===== src/rtl/id_ex_pipe_hz.sv =====
// ID/EX pipeline register with valid tracking, hold, flush and load-use hazard detection.
// A load-use hazard inserts a single bubble into EX and asks PC/IF-ID to stall for that cycle.
module id_ex_pipe_hz #(
    parameter int DATA_W   = 64,
    parameter int PC_W     = 32,
    parameter int IMM_IN_W = 32,
    parameter int ALUCTL_W = 11,
    parameter int RA_W     = 5,
    parameter int ZERO_REG = 31,
    parameter int CNT_W    = 16
) (
    input  logic                CLK,
    input  logic                RESET,
    input  logic                valid_in,
    input  logic                hold_in,
    input  logic                flush_in,
    input  logic [8:0]          ctrl_in,
    input  logic [RA_W-1:0]     rs_a_in,
    input  logic [RA_W-1:0]     rs_b_in,
    input  logic [DATA_W-1:0]   data_a_in,
    input  logic [DATA_W-1:0]   data_b_in,
    input  logic [PC_W-1:0]     pc_in,
    input  logic [ALUCTL_W-1:0] aluctl_in,
    input  logic [RA_W-1:0]     rd_in,
    input  logic [IMM_IN_W-1:0] imm_in,
    output logic                valid_out,
    output logic [8:0]          ctrl_out,
    output logic [DATA_W-1:0]   data_a_out,
    output logic [DATA_W-1:0]   data_b_out,
    output logic [PC_W-1:0]     pc_out,
    output logic [ALUCTL_W-1:0] aluctl_out,
    output logic [RA_W-1:0]     rd_out,
    output logic [DATA_W-1:0]   imm_out,
    output logic                stall_out,
    output logic [CNT_W-1:0]    bubble_cnt
);

    localparam logic [RA_W-1:0] ZERO_ADDR = RA_W'(ZERO_REG);

    function automatic logic [DATA_W-1:0] sext_imm(input logic [IMM_IN_W-1:0] raw);
        logic signed [IMM_IN_W-1:0] s;
        s = raw;
        return DATA_W'(s);
    endfunction

    function automatic logic [CNT_W-1:0] sat_inc(input logic [CNT_W-1:0] c);
        return (c == {CNT_W{1'b1}}) ? c : c + CNT_W'(1);
    endfunction

    logic                valid_q,  valid_d;
    logic [8:0]          ctrl_q,   ctrl_d;
    logic [DATA_W-1:0]   data_a_q, data_a_d;
    logic [DATA_W-1:0]   data_b_q, data_b_d;
    logic [PC_W-1:0]     pc_q,     pc_d;
    logic [ALUCTL_W-1:0] aluctl_q, aluctl_d;
    logic [RA_W-1:0]     rd_q,     rd_d;
    logic [DATA_W-1:0]   imm_q,    imm_d;
    logic [CNT_W-1:0]    cnt_q,    cnt_d;
    logic                load_use;

    // A bubble in EX has valid_q=0, so a single hazard never stalls twice.
    assign load_use = valid_q & ctrl_q[6] & (rd_q != ZERO_ADDR) & valid_in &
                      ((rd_q == rs_a_in) | (rd_q == rs_b_in));

    assign stall_out = hold_in | (load_use & ~flush_in);

    always_comb begin
        valid_d  = valid_q;
        ctrl_d   = ctrl_q;
        data_a_d = data_a_q;
        data_b_d = data_b_q;
        pc_d     = pc_q;
        aluctl_d = aluctl_q;
        rd_d     = rd_q;
        imm_d    = imm_q;
        cnt_d    = cnt_q;
        if (flush_in || !hold_in) begin
            // Datapath fields load even for bubbles; only valid/ctrl mark the slot dead.
            data_a_d = data_a_in;
            data_b_d = data_b_in;
            pc_d     = pc_in;
            aluctl_d = aluctl_in;
            rd_d     = rd_in;
            imm_d    = sext_imm(imm_in);
            if (flush_in || load_use) begin
                valid_d = 1'b0;
                ctrl_d  = '0;
                cnt_d   = sat_inc(cnt_q);
            end else begin
                valid_d = valid_in;
                ctrl_d  = valid_in ? ctrl_in : 9'd0;
            end
        end
    end

    always_ff @(posedge CLK) begin
        if (RESET) begin
            valid_q  <= 1'b0;
            ctrl_q   <= '0;
            data_a_q <= '0;
            data_b_q <= '0;
            pc_q     <= '0;
            aluctl_q <= '0;
            rd_q     <= '0;
            imm_q    <= '0;
            cnt_q    <= '0;
        end else begin
            valid_q  <= valid_d;
            ctrl_q   <= ctrl_d;
            data_a_q <= data_a_d;
            data_b_q <= data_b_d;
            pc_q     <= pc_d;
            aluctl_q <= aluctl_d;
            rd_q     <= rd_d;
            imm_q    <= imm_d;
            cnt_q    <= cnt_d;
        end
    end

    assign valid_out  = valid_q;
    assign ctrl_out   = ctrl_q;
    assign data_a_out = data_a_q;
    assign data_b_out = data_b_q;
    assign pc_out     = pc_q;
    assign aluctl_out = aluctl_q;
    assign rd_out     = rd_q;
    assign imm_out    = imm_q;
    assign bubble_cnt = cnt_q;

endmodule


===== config.mk =====
export PLATFORM = sky130hd
export DESIGN_NAME = id_ex_pipe_hz
export DESIGN_NICKNAME = d
export VERILOG_FILES = /design/src/rtl/id_ex_pipe_hz.sv
export SDC_FILE = /design/constraint.sdc
export NUM_CORES = 1
export LEC_CHECK = 0
export ABC_AREA = 1
export CORE_AREA = 2 2 195 197
export DETAILED_ROUTE_END_ITERATION = 12
export DIE_AREA = 0 0 197 199
export GPL_TIMING_DRIVEN = 0
export HOLD_SLACK_MARGIN = 0.05
export PLACE_DENSITY_LB_ADDON = 0.05
export SYNTH_ARGS = -nofsm -noshare
export SYNTH_HDL_FRONTEND = slang
export SYNTH_SLANG_ARGS = --single-unit

===== constraint.sdc =====
create_clock -name CLK -period 1.7 [get_ports CLK]
set_clock_uncertainty 0.1 [all_clocks]
set_input_delay 0.255 -clock CLK [delete_from_list [all_inputs] [get_ports CLK]]
set_output_delay 0.255 -clock CLK [all_outputs]
set_load 0.02 [all_outputs]

==> results of run 1 <==
-- area by class of cell --
type	count	area [µm²]	share of cell area, %
Inverter	39	151	0.950
Tap cell	474	593	3.72
Sequential cell	234	4720	29.6
Clock buffer	40	807	5.06
Multi-Input combinational cell	814	3710	23.3
Clock inverter	12	118	0.738
Buffer	109	738	4.63
Antenna cell	4	10.0	0.0628
Timing Repair Buffer	529	5090	32.0
-- cell families after synthesis --
group	share of synthesized area, %
compound gates	13.4
xor+xnor	0.196
fa+ha+maj	0.140
buf+inv	8.34
flops	52.4
simple gates	25.5
-- synthesized netlist by cell type, types with 2 or more instances --
cell type / count
o21ai_0: 209
xnor2_1: 2
a21oi_1: 31
buf_4: 33
nor2_1: 445
nand3_1: 25
nand2_1: 76
nor2_4: 3
nand3b_1: 2
inv_1: 33
buf_1: 5
nor3_1: 2
nand2_2: 2
clkbuf_1: 44
buf_6: 4
nand2_4: 2
nor2_2: 2
dfxtp_1: 234
buf_2: 24
nand4_1: 11
inv_2: 4
-- stage by stage --
stage / std cells / utilization (%) / setup WS [ps]
6_report: 2255 / 42.9 / -435
4_1_cts: 2238 / 41.7 / -490
2_1_floorplan: 1197 / - / 4.81
3_5_place_dp: 2169 / 39.1 / -888
5_1_grt: 2253 / 42.9 / -556
3_3_place_gp: 2169 / 39.1 / -878
-- flip-flops by register name, indices dropped and copies added (netlist names) --
name	cells
rd_out	5
valid_out	1
data_b_out	64
data_a_out	64
aluctl_out	11
pc_out	32
imm_out	32
ctrl_out	9
bubble_cnt	16
-- per-layer routing --
metal	track usage (%)	share of wire, %	vias to the layer above
met3	8.36	10	54
met4	4.96	2.3	2
met2	33.7	49	323
li1	-	-	4918
met1	20.3	38	4389
met5	0	0.026	-
-- where the power goes --
| part | internal, mW | switching, mW |
|---|---|---|
| registers | 5.85 | 0.182 |
| clock network | 3.60 | 2.49 |
| logic | 1.36 | 1.48 |
| total | 10.8 | 4.16 |
-- worst max path at each step --
stage / cells past startpoint / endpoint / slack (ps)
2_1_floorplan: 9 / stall_out / 5
3_3_place_gp: 11 / stall_out / -880
3_5_place_dp: 11 / stall_out / -890
4_1_cts: 10 / stall_out / -490
5_1_grt: 10 / stall_out / -560
6_report: 10 / stall_out / -440
-- repair_timing --
item | CTS | global route
gates resized for setup | 507 | 135
buffers inserted | 17 | 11
gates cloned | 0 | 3
hold buffers | 0 | 0
pin swaps | 5 | 16
endpoints found under the setup margin | 389 | 242
-- critical path, cell delays in order (launching register included) --
cell	delay, ps
dfxtp_4	360
inv_2	40
nand2_1	50
nand2_1	60
nor2_2	120
nand3_1	70
nand2_1	90
nand2_2	70
buf_6	120
o21ai_4	120
buf_6	130
==> reports/qor.yml, run 1 <==
yosys.area.top_type_share_pct: 52.4
final_common_cell: "nor2_1"
critPathRequiredTime_ps: 1340
min_to: "data_b_out[42]$_SDFFE_PP0N_"
nNetsFinal: 1989
grt_max_degree: 15
holdWs_ps: 211
slew_violations: 0
ys_seq_area_share_pct: 52.4
setup_slack_ps: -435
cap_violations: 0
power_mw: 15.0
hp-class: "input port to register"
vias: 9686
relSlewSlack_pct: 65.1
syn-num-nets: 1430
hp-start: "data_b_in[42]"
drt_iter0_drc: 298
worst_slew_pin_slew_ps: 524
cts_made_buffers: 29
synthFlopType: "dfxtp_1"
critPathKind: "register to output pin"
synthCells: 1197
finalSetupViolCount: 47
coreArea_mm2: 0.0371
totalNegativeSetupSlack_ps: -4030
leakage_nw: 7.51
finalCritPeriodShare_pct: 126
ys_ff_latch: 234
cts_tree: "done"
gp_congestion: 0.797
clock_latency_ps: 550
async_reset_ff_share_pct: 0
placed_area_mm2: 0.0145
dp_hpwl_um: 29500
cts.root.buffer_cell: "clkbuf_16"
place.port_buffers: 498
syn_area_mm2: 0.00894
rsz0062_at_grt: "true"
pin_count: 499
die_h_um: 199
antenna_found_initial: 4
grt_pass1_wl_um: 56400
status: "complete, but fails checks"
grt_pass1_vias: 9356
ff2ff_setup_slack_ps: -60
synth_warnings: 0
rows: 71
syn2layout_area_growth_pct: 78.3
synth_top_cell_by_area: "dfxtp_1"
htree_num_levels: 1
start_util_pct: 24.1
final_cell_mix: "nor2_1, clkdlybuf4s50_1, dfxtp_1"
violations: "negative setup slack"
track_usage_pct: 18.9
reg2reg_to: "bubble_cnt[4]$_SDFFE_PP0P_"
rr_worst_depth: 14
die-area_mm2: 0.0392
synth_cell_types: 25
ant_nets: 0
hold_path_depth: 3
clk_pin_slew_ps: 60
worst_ep_arrival_time_ps: 1780
clock_sinks: 234
synth_area_leaders: "dfxtp_1, nor2_1, o21ai_0"
r2r-start: "rd_out[0]$_SDFFE_PP0N_"
die_w_um: 197
ir_drop_mv: 0.737
path_max_fanout: 5
critPathLaunch: "rd_out[0]$_SDFFE_PP0N_"
drc: 0
drive_gt1_share_pct: 15.5
first_pass_iters: 4
fillers: 3939
wl_per_cell_um: 17.3
fin_crit_ps: 2140
cellPowerDensity_mw_per_mm2: 939
avgSynthCellArea_um2: 7.47
grt_overflow_total: 0
clk_path_buf_depth: 3
critPathLaunchType: "register"
synth_edf_count: 0
viasPerCell: 4.30
fin_area_mm2: 0.0159
finalWirelength_um: 39000
end_kind: "output pin"
fmax_mhz: 468
hold_viol_final: 0
Note: power is estimated with default switching activity, not from simulation.
==> run 2: changes to the inputs <==
--- a/config.mk
+++ b/config.mk
@@ -12,6 +12,7 @@
 export GPL_TIMING_DRIVEN = 0
 export HOLD_SLACK_MARGIN = 0.05
 export PLACE_DENSITY_LB_ADDON = 0.05
+export SLEW_MARGIN = 25
 export SYNTH_ARGS = -nofsm -noshare
 export SYNTH_HDL_FRONTEND = slang
 export SYNTH_SLANG_ARGS = --single-unit
==> results of run 2 <==
Same layout as run 1: the final DEF is identical, and so are final timing and power.
==> run 3: changes to the inputs <==
--- a/config.mk
+++ b/config.mk
@@ -6,13 +6,13 @@
 export NUM_CORES = 1
 export LEC_CHECK = 0
 export ABC_AREA = 1
-export CORE_AREA = 2 2 195 197
+export CORE_AREA = 2 2 194 196
 export DETAILED_ROUTE_END_ITERATION = 12
-export DIE_AREA = 0 0 197 199
+export DIE_AREA = 0 0 196 198
 export GPL_TIMING_DRIVEN = 0
 export HOLD_SLACK_MARGIN = 0.05
 export PLACE_DENSITY_LB_ADDON = 0.05
-export SLEW_MARGIN = 25
+export SLEW_MARGIN = 20
 export SYNTH_ARGS = -nofsm -noshare
 export SYNTH_HDL_FRONTEND = slang
 export SYNTH_SLANG_ARGS = --single-unit
==> constraint.sdc (replaced) <==
create_clock -name CLK -period 1.75 [get_ports CLK]
set_clock_uncertainty 0.1 [all_clocks]
set_input_delay 0.2625 -clock CLK [delete_from_list [all_inputs] [get_ports CLK]]
set_output_delay 0.2625 -clock CLK [all_outputs]
set_load 0.02 [all_outputs]
==> reports/qor.yml, run 3 (synthesis gave the netlist of run 1 again) <==
status: "complete, but fails checks"
violations: "negative setup slack"
drt_iter0_drc: 323
clk_pin_slew_ps: 60
finalCritPeriodShare_pct: 116
die_w_um: 196
cts_hold_buf: 0
clockPowerShare_pct: 40.5
pin_count: 499
vias: 9442
clock_latency_ps: 550
p_sw_mw: 3.93
drc: 0
cts.root.buffer_cell: "clkbuf_16"
relSlewSlack_pct: 61.9
slew_violations: 0
cts_made_buffers: 30
clock_sinks: 234
switching_share_pct: 27.8
syn2layout_area_growth_pct: 69.1
cellPowerDensity_mw_per_mm2: 933
drive_gt1_share_pct: 10.2
viasPerCell: 4.24
leakage_nw: 7.26
antenna_found_initial: 5
final_cell_mix: "nor2_1, clkdlybuf4s50_1, dfxtp_1, dlygate4sd2_1, o21ai_0"
ant_nets: 0
die_h_um: 198
rsz0062_at_grt: "true"
fin_crit_ps: 2040
ir_drop_mv: 0.746
crit_end: "stall_out"
end_kind: "output pin"
nNetsFinal: 1964
finalSetupViolCount: 1
r2r-start: "rd_out[0]$_SDFFE_PP0N_"
gp_congestion: 0.787
critPathRequiredTime_ps: 1390
worst_ep_arrival_time_ps: 1670
fmax_mhz: 491
intPower_mw: 10.2
pwr-share-comb_pct: 17.9
path_max_fanout: 5
rows: 71
first_pass_iters: 4
place.port_buffers: 498
hp-class: "input port to register"
fin_area_mm2: 0.0151
start_util_pct: 24.2
grt_pass1_vias: 9200
pwr-share-seq_pct: 41.6
dp_hpwl_um: 28800
rr_worst_depth: 12
clk_path_buf_depth: 3
critPathLaunch: "rd_out[0]$_SDFFE_PP0N_"
reg2reg_to: "bubble_cnt[14]$_SDFFE_PP0P_"
worst_slew_pin_slew_ps: 572
critPathLaunchType: "register"
htree_num_levels: 1
wl_per_cell_um: 16.7
critPathKind: "register to output pin"
die-area_mm2: 0.0388
grt_max_degree: 18
pre_cts_ws_ps: -803
power_mw: 14.1
finalWirelength_um: 37300
grt_pass1_wl_um: 55300
final_util_pct: 40.9
cap_violations: 0
hold_viol_final: 0
final_common_cell: "nor2_1"
ff2ff_setup_slack_ps: 70
setup_slack_ps: -287
coreArea_mm2: 0.0370
placed_area_mm2: 0.0145
track_usage_pct: 18.6
holdWs_ps: 208
cts_tree: "done"
grt_overflow_total: 0
-- run 3: cell count changes in the layout (fill, tap and decap cells not counted), sizes merged --
cell and delta:
buf -26, dlygate4sd2 +26, clkdlybuf4s15 -12, clkbuf -8, bufinv -2, clkinv -2
inv -2, diode -1
-- run 3: repair_timing --
item,in CTS,in global routing
gates resized for setup,394,30
pin swaps,4,1
endpoints found under the setup margin,310,171
setup buffers,4,1
-- run 3: per-layer routing --
layer | wire [µm] | vias up | global-route usage, %
li1 | - | 4868 | -
met1 | 14500 | 4195 | 20.5
met2 | 18300 | 320 | 33.2
met3 | 3620 | 57 | 7.34
met4 | 819 | 2 | 4.80
met5 | 9 | - | 0
-- run 3: how the worst min path moves through the flow --
stage | start | end | slack, ps | depth (start not counted)
CTS | pc_in[5] | pc_out[5]$_SDFFE_PP0N_ | 180 | 3
floorplan | data_a_in[38] | data_a_out[38]$_SDFFE_PP0N_ | 330 | 2
global route | data_b_in[8] | data_b_out[8]$_SDFFE_PP0N_ | 210 | 3
detailed placement | ctrl_out[4]$_SDFFE_PP0N_ | ctrl_out[4]$_SDFFE_PP0N_ | 360 | 2
global placement | ctrl_out[4]$_SDFFE_PP0N_ | ctrl_out[4]$_SDFFE_PP0N_ | 350 | 2
finish | data_b_in[32] | data_b_out[32]$_SDFFE_PP0N_ | 210 | 3
-- run 3: final cells by class --
type	instances	area, µm²
Buffer	109	602
Sequential cell	234	4710
Clock inverter	6	41.3
Multi-Input combinational cell	814	3550
Timing Repair Buffer	503	4610
Tap cell	474	593
Antenna cell	3	7.51
Inverter	39	151
Clock buffer	46	861
Fill cell	3936	21800
-- run 3: stage by stage --
step                      instances  setup TNS, ps
after floorplan                1197              0
after global placement         2169        -130270
after detailed placement       2169        -135240
after CTS                      2224           -352
after global routing           2228          -1460
final                          2228           -287
-- run 3: power groups by stage --
stage / registers [mW] / clock network (mW) / logic, mW
final: 5.87 / 5.72 / 2.53
after global routing: 5.91 / 6.10 / 2.76
after CTS: 5.87 / 5.94 / 2.56
after detailed placement: 6.00 / 0 / 2.81
after global placement: 5.99 / 0 / 2.82
after floorplan: 6.43 / 0 / 0.759
-- run 3: critical path, cell delays in order (launching register included) --
cell	delay [ps]
dfxtp_4	350
nor2_1	100
nor2_1	50
nor2_1	110
nand3_1	90
nand2_2	100
nand2_4	60
o21ai_2	130
buf_6	140
